### config.mk
export PLATFORM = sky130hd
export DESIGN_NAME = ram32_sdram_ctrl_flat
export DESIGN_NICKNAME = d
export VERILOG_FILES = /design/src/rtl/ram32_ctrl_pkg.sv /design/src/rtl/ram32_sdram_ctrl_if.sv /design/src/rtl/ram32_refresh_timer.sv /design/src/rtl/ram32_sdram_ctrl.sv /design/src/flat_wrapper.sv
export SDC_FILE = /design/constraint.sdc
export NUM_CORES = 1
export LEC_CHECK = 0
export ABC_CLOCK_PERIOD_IN_PS = 1500
export CAP_MARGIN = 10
export CORE_ASPECT_RATIO = 2
export CORE_UTILIZATION = 41
export DETAILED_ROUTE_END_ITERATION = 6
export PLACE_DENSITY = 0.75
export REMOVE_ABC_BUFFERS = 1
export SKIP_LAST_GASP = 1
export SLEW_MARGIN = 20
export SYNTH_ARGS = -nofsm -noshare
export SYNTH_HDL_FRONTEND = slang
export SYNTH_SLANG_ARGS = --single-unit
### constraint.sdc
create_clock -name clk -period 1.5 [get_ports clk]
set_input_delay 0.3 -clock clk [delete_from_list [all_inputs] [get_ports clk]]
set_output_delay 0.3 -clock clk [all_outputs]
set_load 0.02 [all_outputs]
### src/rtl/ram32_ctrl_pkg.sv
// ram32_ctrl_pkg: shared types and constants for the ram32 SDRAM-style
// request controller.
//   DATA_W / ROW_W / COL_W / ADDR_W : bus widths (address = {row, col})
//   state_t                         : controller FSM state encoding
//   row_of / col_of                 : address slice helpers
package ram32_ctrl_pkg;

  localparam int DATA_W = 8;
  localparam int ROW_W  = 3;
  localparam int COL_W  = 2;
  localparam int ADDR_W = ROW_W + COL_W;

  typedef enum logic [2:0] {
    ST_IDLE   = 3'd0,
    ST_RAS    = 3'd1,
    ST_CAS    = 3'd2,
    ST_ACCESS = 3'd3,
    ST_RDATA  = 3'd4,
    ST_REF    = 3'd5
  } state_t;

  function automatic logic [ROW_W-1:0] row_of(input logic [ADDR_W-1:0] addr);
    return addr[ADDR_W-1:COL_W];
  endfunction

  function automatic logic [COL_W-1:0] col_of(input logic [ADDR_W-1:0] addr);
    return addr[COL_W-1:0];
  endfunction

endpackage

### src/rtl/ram32_sdram_ctrl_if.sv
// ram32_sdram_ctrl_if: request/response handshake plus memory pin bundle.
//   req_*  : request channel (requester -> controller)
//   rsp_*  : response pulse (controller -> requester)
//   mem_*  : memory strobes, address and data (controller <-> memory)
// Handshake: a request transfers on a rising edge where req_valid and
// req_ready are both high; the requester holds req_* stable while valid is
// high and not yet accepted. rsp_valid is a single-cycle pulse with no
// backpressure; the requester must take it in the cycle it is high.
// Modports: slave = controller view, master = requester/memory view.
interface ram32_sdram_ctrl_if;
  import ram32_ctrl_pkg::*;

  logic              req_valid;
  logic              req_ready;
  logic              req_rw;
  logic [ADDR_W-1:0] req_addr;
  logic [DATA_W-1:0] req_wdata;
  logic              rsp_valid;
  logic [DATA_W-1:0] rsp_rdata;
  logic              mem_en;
  logic              mem_rw;
  logic              mem_ras;
  logic              mem_cas;
  logic [ADDR_W-1:0] mem_address;
  logic [DATA_W-1:0] mem_datain;
  logic [DATA_W-1:0] mem_dataout;

  modport slave (
    input  req_valid, req_rw, req_addr, req_wdata, mem_dataout,
    output req_ready, rsp_valid, rsp_rdata,
    output mem_en, mem_rw, mem_ras, mem_cas, mem_address, mem_datain
  );

  modport master (
    output req_valid, req_rw, req_addr, req_wdata, mem_dataout,
    input  req_ready, rsp_valid, rsp_rdata,
    input  mem_en, mem_rw, mem_ras, mem_cas, mem_address, mem_datain
  );

endinterface

### src/rtl/ram32_refresh_timer.sv
// ram32_refresh_timer: free-running period counter that raises a sticky
// refresh-pending flag every PERIOD cycles.
//   clk, rst_n  : clock, synchronous active-low reset
//   clr_i       : clears the pending flag (a new period elapsing wins)
//   pending_o   : refresh requested and not yet serviced
// Multiple elapsed periods while pending collapse into one request.
module ram32_refresh_timer #(
  parameter int PERIOD = 64
) (
  input  logic clk,
  input  logic rst_n,
  input  logic clr_i,
  output logic pending_o
);

  localparam int CNT_W = (PERIOD > 1) ? $clog2(PERIOD) : 1;

  logic [CNT_W-1:0] cnt_q, cnt_d;
  logic             pending_q, pending_d;
  logic             wrap;

  assign wrap = (cnt_q == CNT_W'(PERIOD - 1));

  always_comb begin
    cnt_d     = wrap ? '0 : cnt_q + CNT_W'(1);
    pending_d = wrap | (pending_q & ~clr_i);
  end

  always_ff @(posedge clk) begin
    if (!rst_n) begin
      cnt_q     <= '0;
      pending_q <= 1'b0;
    end else begin
      cnt_q     <= cnt_d;
      pending_q <= pending_d;
    end
  end

  assign pending_o = pending_q;

endmodule

### src/rtl/ram32_sdram_ctrl.sv
// ram32_sdram_ctrl: turns whole-address read/write requests into
// RAS -> CAS -> ACCESS sequences for a 32x8 row/column multiplexed memory,
// skipping RAS on open-row hits. Reads return data one cycle after ACCESS.
//   clk, rst_n   : clock, synchronous active-low reset
//   bus (slave)  : request/response handshake and memory pins
//   dbg_state_o  : current FSM state
// Build option: define RAM32_REFRESH_EN to add a periodic refresh activate
// (REF state, rotating ref_row) every REFRESH_PERIOD cycles.
module ram32_sdram_ctrl
  import ram32_ctrl_pkg::*;
#(
  parameter int REFRESH_PERIOD = 64
) (
  input  logic              clk,
  input  logic              rst_n,
  ram32_sdram_ctrl_if.slave bus,
  output state_t            dbg_state_o
);

  state_t            state_q, state_d;
  logic [ADDR_W-1:0] req_addr_q, req_addr_d;
  logic              req_rw_q, req_rw_d;
  logic [DATA_W-1:0] req_wdata_q, req_wdata_d;
  logic [ROW_W-1:0]  open_row_q, open_row_d;
  logic              open_valid_q, open_valid_d;
  logic              rsp_valid_q, rsp_valid_d;
  logic [DATA_W-1:0] rsp_rdata_q, rsp_rdata_d;
  // Last driven values, so address/rw/data hold outside the phases that set them.
  logic [ADDR_W-1:0] addr_hold_q;
  logic              rw_hold_q;
  logic [DATA_W-1:0] datain_hold_q;

  logic              refresh_pending;
  logic [ADDR_W-1:0] ref_addr;
  logic [ADDR_W-1:0] mem_address_w;
  logic              mem_rw_w;
  logic [DATA_W-1:0] mem_datain_w;

`ifdef RAM32_REFRESH_EN
  logic [ROW_W-1:0] ref_row_q, ref_row_d;

  // Pending clears as REF executes; req_ready is already low then.
  ram32_refresh_timer #(.PERIOD(REFRESH_PERIOD)) u_refresh_timer (
    .clk       (clk),
    .rst_n     (rst_n),
    .clr_i     (state_q == ST_REF),
    .pending_o (refresh_pending)
  );

  assign ref_row_d = (state_q == ST_REF) ? ref_row_q + ROW_W'(1) : ref_row_q;
  assign ref_addr  = {ref_row_q, COL_W'(0)};

  always_ff @(posedge clk) begin
    if (!rst_n) ref_row_q <= '0;
    else        ref_row_q <= ref_row_d;
  end
`else
  // Without the timer no refresh is ever requested; the period is inert.
  assign refresh_pending = 1'b0 && (REFRESH_PERIOD > 0);
  assign ref_addr        = '0;
`endif

  assign bus.req_ready = (state_q == ST_IDLE) && !refresh_pending;

  always_comb begin
    state_d      = state_q;
    req_addr_d   = req_addr_q;
    req_rw_d     = req_rw_q;
    req_wdata_d  = req_wdata_q;
    open_row_d   = open_row_q;
    open_valid_d = open_valid_q;
    rsp_valid_d  = 1'b0;
    rsp_rdata_d  = rsp_rdata_q;
    case (state_q)
      ST_IDLE: begin
        if (refresh_pending) begin
          state_d = ST_REF;
        end else if (bus.req_valid) begin
          req_addr_d  = bus.req_addr;
          req_rw_d    = bus.req_rw;
          req_wdata_d = bus.req_wdata;
          state_d     = (open_valid_q && open_row_q == row_of(bus.req_addr)) ? ST_CAS : ST_RAS;
        end
      end
      ST_RAS: begin
        open_row_d   = row_of(req_addr_q);
        open_valid_d = 1'b1;
        state_d      = ST_CAS;
      end
      ST_CAS: state_d = ST_ACCESS;
      ST_ACCESS: begin
        if (req_rw_q) begin
          rsp_valid_d = 1'b1;
          state_d     = ST_IDLE;
        end else begin
          state_d = ST_RDATA;
        end
      end
      ST_RDATA: begin
        // Memory registered its output at the ACCESS edge; capture it now.
        rsp_valid_d = 1'b1;
        rsp_rdata_d = bus.mem_dataout;
        state_d     = ST_IDLE;
      end
      ST_REF: begin
        open_valid_d = 1'b0;
        state_d      = ST_IDLE;
      end
      default: state_d = ST_IDLE;
    endcase
  end

  // Memory pins are a pure decode of the state and request registers.
  always_comb begin
    mem_address_w = addr_hold_q;
    mem_rw_w      = rw_hold_q;
    mem_datain_w  = datain_hold_q;
    case (state_q)
      ST_RAS, ST_CAS: mem_address_w = req_addr_q;
      ST_REF:         mem_address_w = ref_addr;
      ST_ACCESS: begin
        mem_rw_w     = req_rw_q;
        mem_datain_w = req_wdata_q;
      end
      default: ;
    endcase
  end

  assign bus.mem_ras     = !((state_q == ST_RAS) || (state_q == ST_REF));
  assign bus.mem_cas     = !(state_q == ST_CAS);
  assign bus.mem_en      = (state_q == ST_ACCESS);
  assign bus.mem_address = mem_address_w;
  assign bus.mem_rw      = mem_rw_w;
  assign bus.mem_datain  = mem_datain_w;
  assign bus.rsp_valid   = rsp_valid_q;
  assign bus.rsp_rdata   = rsp_rdata_q;
  assign dbg_state_o     = state_q;

  always_ff @(posedge clk) begin
    if (!rst_n) begin
      state_q       <= ST_IDLE;
      req_addr_q    <= '0;
      req_rw_q      <= 1'b0;
      req_wdata_q   <= '0;
      open_row_q    <= '0;
      open_valid_q  <= 1'b0;
      rsp_valid_q   <= 1'b0;
      rsp_rdata_q   <= '0;
      addr_hold_q   <= '0;
      rw_hold_q     <= 1'b0;
      datain_hold_q <= '0;
    end else begin
      state_q       <= state_d;
      req_addr_q    <= req_addr_d;
      req_rw_q      <= req_rw_d;
      req_wdata_q   <= req_wdata_d;
      open_row_q    <= open_row_d;
      open_valid_q  <= open_valid_d;
      rsp_valid_q   <= rsp_valid_d;
      rsp_rdata_q   <= rsp_rdata_d;
      addr_hold_q   <= mem_address_w;
      rw_hold_q     <= mem_rw_w;
      datain_hold_q <= mem_datain_w;
    end
  end

endmodule

### src/flat_wrapper.sv
// flat-port wrapper written by rule: the top's interface ports become plain ports
module ram32_sdram_ctrl_flat import ram32_ctrl_pkg::*;
#(
  parameter int REFRESH_PERIOD = 64
)
  (clk, rst_n, dbg_state_o, bus_req_valid, bus_req_rw, bus_req_addr, bus_req_wdata, bus_mem_dataout, bus_req_ready, bus_rsp_valid, bus_rsp_rdata, bus_mem_en, bus_mem_rw, bus_mem_ras, bus_mem_cas, bus_mem_address, bus_mem_datain);
  ram32_sdram_ctrl_if bus_i ();
  input  logic clk;
  input  logic rst_n;
  output state_t dbg_state_o;
  input wire logic [$bits(bus_i.req_valid)-1:0] bus_req_valid;
  input wire logic [$bits(bus_i.req_rw)-1:0] bus_req_rw;
  input wire logic [$bits(bus_i.req_addr)-1:0] bus_req_addr;
  input wire logic [$bits(bus_i.req_wdata)-1:0] bus_req_wdata;
  input wire logic [$bits(bus_i.mem_dataout)-1:0] bus_mem_dataout;
  output wire logic [$bits(bus_i.req_ready)-1:0] bus_req_ready;
  output wire logic [$bits(bus_i.rsp_valid)-1:0] bus_rsp_valid;
  output wire logic [$bits(bus_i.rsp_rdata)-1:0] bus_rsp_rdata;
  output wire logic [$bits(bus_i.mem_en)-1:0] bus_mem_en;
  output wire logic [$bits(bus_i.mem_rw)-1:0] bus_mem_rw;
  output wire logic [$bits(bus_i.mem_ras)-1:0] bus_mem_ras;
  output wire logic [$bits(bus_i.mem_cas)-1:0] bus_mem_cas;
  output wire logic [$bits(bus_i.mem_address)-1:0] bus_mem_address;
  output wire logic [$bits(bus_i.mem_datain)-1:0] bus_mem_datain;
  assign bus_i.req_valid = bus_req_valid;
  assign bus_i.req_rw = bus_req_rw;
  assign bus_i.req_addr = bus_req_addr;
  assign bus_i.req_wdata = bus_req_wdata;
  assign bus_i.mem_dataout = bus_mem_dataout;
  assign bus_req_ready = bus_i.req_ready;
  assign bus_rsp_valid = bus_i.rsp_valid;
  assign bus_rsp_rdata = bus_i.rsp_rdata;
  assign bus_mem_en = bus_i.mem_en;
  assign bus_mem_rw = bus_i.mem_rw;
  assign bus_mem_ras = bus_i.mem_ras;
  assign bus_mem_cas = bus_i.mem_cas;
  assign bus_mem_address = bus_i.mem_address;
  assign bus_mem_datain = bus_i.mem_datain;
  ram32_sdram_ctrl #(.REFRESH_PERIOD(REFRESH_PERIOD)) u_core (.clk(clk), .rst_n(rst_n), .bus(bus_i), .dbg_state_o(dbg_state_o));
endmodule
==> flow_metrics.env <==
export IMPL_yosysTopAreaCell="dfxtp_1"
export IMPL_async_reset_ff_share_pct=0
export IMPL_grt_ovfl_total=0
export IMPL_arrival_ns=1.55
export IMPL_tightest_slew_ns=0.320
export IMPL_drc_errors=0
export IMPL_n_antenna_cell=0
export IMPL_coreArea_um2=4130
export IMPL_startpoint_type="flop"
export IMPL_slew_headroom_pct=78.6
export IMPL_drv_slew=0
export IMPL_critical_path_slowest_cell="dfxtp_2"
export IMPL_critPathBufInv=3
export IMPL_die_height_um=94.8
export IMPL_cp_required_ns=1.20
export IMPL_worstPathCellList="buf_4 > nor2b_2 > o21ai_1 > buf_4 > a22o_1 > buf_4"
export IMPL_setup_viol=31
export IMPL_tritoncts="done"
export IMPL_antenna_left=0
export IMPL_num_vias=1586
export IMPL_path_clk_slew_ns=0.08
export IMPL_syn2layout_area_growth_pct=60.0
export IMPL_die_w_um=48.4
export IMPL_ir_drop_mv=0.948
export IMPL_finalHoldViolCount=0
export IMPL_stdcell_count=324
export IMPL_numPlacedInstances=304
export IMPL_syn_inst=191
export IMPL_cap_viol_max_count=0
export IMPL_finalNetCount=296
export IMPL_synth_seq_cells=44
export IMPL_cts_buffers=5
export IMPL_grt_max_degree=16
export IMPL_dr_first_iter_drc_count=25
export IMPL_cts_num_sinks=44
export IMPL_synth_ff_type="dfxtp_1"
export IMPL_critPathTopFamily="buffers and inverters"
export IMPL_dieArea_um2=4590
export IMPL_period_share_pct=123
export IMPL_ys_types=29
export IMPL_start_util_pct=42.8
export IMPL_hpwl_um=2910
export IMPL_critPathKind="flop to primary output"
export IMPL_synth_most_common_cell="nand2_1"
export IMPL_hold_ws_ns=0.451
export IMPL_synth_area_per_cell_um2=9.24
export IMPL_rows=33
export IMPL_first_global_vias=1467
export IMPL_max_stage_delay_ns=0.33
export IMPL_cp_max_fo=5
export IMPL_port_buffer_count=54
export IMPL_wl_um=4340
export IMPL_wire_per_inst_um=13.4
export IMPL_htree_levels=2
export IMPL_violations="negative setup slack"
export IMPL_grt_usage_pct=19.3
export IMPL_synth_area_leaders="dfxtp_1 50%, nand2_1 11%, a21boi_0 7.2%, mux2_4 6.0%, and2_1 5.0%"
export IMPL_rsz0062_at_grt="true"
export IMPL_outcome="finished with violations"
export IMPL_io_pins=55
export IMPL_hold_path_class="flop to flop"
export IMPL_worstSkewPairLatency_ns=0.29
export IMPL_cts_root_buf="clkbuf_8"
export IMPL_synth_edf_count=0
export IMPL_drt_first_pass_iters=4
export IMPL_ys_seq_area_share_pct=49.9
export IMPL_postCtsHoldBufs=0
export IMPL_grt_pass1_wl_um=6820
export IMPL_cp_end_kind="primary output"
export IMPL_synth_area_um2=1770
export IMPL_cts_path_max_buffers=2
export IMPL_synth_warnings=0
export IMPL_finClkSkew_ns=0.00980
export IMPL_max_freq_mhz=541
export IMPL_worst_slack_ns=-0.349
export IMPL_vias_per_cell=4.90
export IMPL_netlist_area_leader_share_pct=49.9
export IMPL_synth_common_cells="54 x nand2_1, 44 x dfxtp_1, 17 x a21boi_0, 14 x and2_1, 10 x a21boi_1"
export IMPL_fill_cells=331
export IMPL_path_common_cell="buf_4"
export IMPL_routabilityCongestion=0.786
export IMPL_leakage_nw=1.23
export IMPL_layout_drive_gt1_share_pct=32.7
export IMPL_period_minus_slack_ns=1.85
export IMPL_antenna_found_initial=0
export IMPL_p_per_area_nw_per_um2=951
## final timing paths
path                            slack, ns  cells after the start               startpoint                      end
worst min-delay path                 0.45                      2  u_core.bus.rsp_rdata[6]  u_core.bus.rsp_rdata[6]
worst max register to register      -0.12                      9    u_core.dbg_state_o[1]     u_core.req_addr_q[4]
worst max-delay path                -0.35                      6    u_core.dbg_state_o[1]       bus_mem_address[1]
worst min register to register       0.45                      2  u_core.bus.rsp_rdata[6]  u_core.bus.rsp_rdata[6]
## sequential cells by signal, indices dropped and copies added, names as in the netlist
name and cells:
u_core.datain_hold_q 8, u_core.rw_hold_q 1, u_core.open_valid_q 1, u_core.dbg_state_o 3
u_core.bus.rsp_valid 1, u_core.req_wdata_q 8, u_core.req_addr_q 5, u_core.addr_hold_q 5
u_core.req_rw_q 1, u_core.open_row_q 3, u_core.bus.rsp_rdata 8
## layout by cell type (no fill, tap or decap), drive strengths merged, types with 3 or more instances in the layout
master,count
nand2,54
clkdlybuf4s50,24
nor2,4
mux2,8
dfxtp,44
o21ai,4
a21oi,3
and2,15
a22o,5
a21boi,27
clkbuf,6
dlygate4sd2,10
buf,49
## final cells by class
| class | instances | area (um2) | area share [%] |
|---|---|---|---|
| multi-input combinational | 134 | 895 | 31.7 |
| timing repair buffer | 84 | 861 | 30.5 |
| clock buffer | 6 | 72.6 | 2.57 |
| sequential | 44 | 885 | 31.3 |
| tap | 52 | 65.1 | 2.30 |
| inverter | 2 | 12.5 | 0.443 |
| clock inverter | 2 | 35.0 | 1.24 |
## per-stage QoR
stage | total power [mW] | instance area [um2] | setup slack, ns | utilization, % | TNS (ns)
floorplan | 1.45 | 1700 | -0.350 | - | -9.42
CTS | 2.67 | 2730 | -0.387 | 66.2 | -6.37
global route | 2.80 | 2830 | -0.406 | 68.4 | -8.68
global placement | 1.71 | 2490 | -0.479 | 60.4 | -7.09
finish | 2.69 | 2830 | -0.349 | 68.4 | -6.38
detailed placement | 1.72 | 2490 | -0.501 | 60.4 | -7.50
## where the power goes
group	internal [mW]	leakage (nW)	switching, mW	total [mW]
clock network	0.495	0.0552	0.392	0.887
logic	0.308	0.820	0.248	0.556
registers	1.22	0.358	0.0286	1.25
total	2.02	1.23	0.669	2.69
## worst reg2reg max path: stages (launching register included)
cell and delay [ns]:
dfxtp_2 0.33, buf_4 0.13, buf_4 0.13, buf_6 0.13
nor3_4 0.19, buf_4 0.14, and2_4 0.18, buf_12 0.13
nand2_2 0.05, a21boi_2 0.13
## logic make-up (layout without fill, tap and decap cells)
kind of cell,count (synthesis),in the layout,share of synthesized area [%]
compound gates,41,41,17.1
xor+xnor,3,3,1.49
buf+inv,13,94,3.97
flops,44,44,49.9
mux,8,8,6.59
simple gates,82,82,21.0
## layer usage
layer,up-vias,part of all wire [%],track usage [%]
li1,788,-,-
met1,745,37,21.0
met2,42,57,35.9
met3,11,3.1,2.90
met4,0,2.7,9.56
met5,-,0,0
## timing repair
| item | in CTS | in global routing |
|---|---|---|
| gates resized for setup | 138 | 34 |
| buffers inserted | 5 | 5 |
| hold endpoints to repair | 0 | 0 |
| pin swaps | 7 | 11 |
| cloned | 2 | 0 |
| setup endpoints to repair | 31 | 44 |
(Power assumes the default switching activity.)
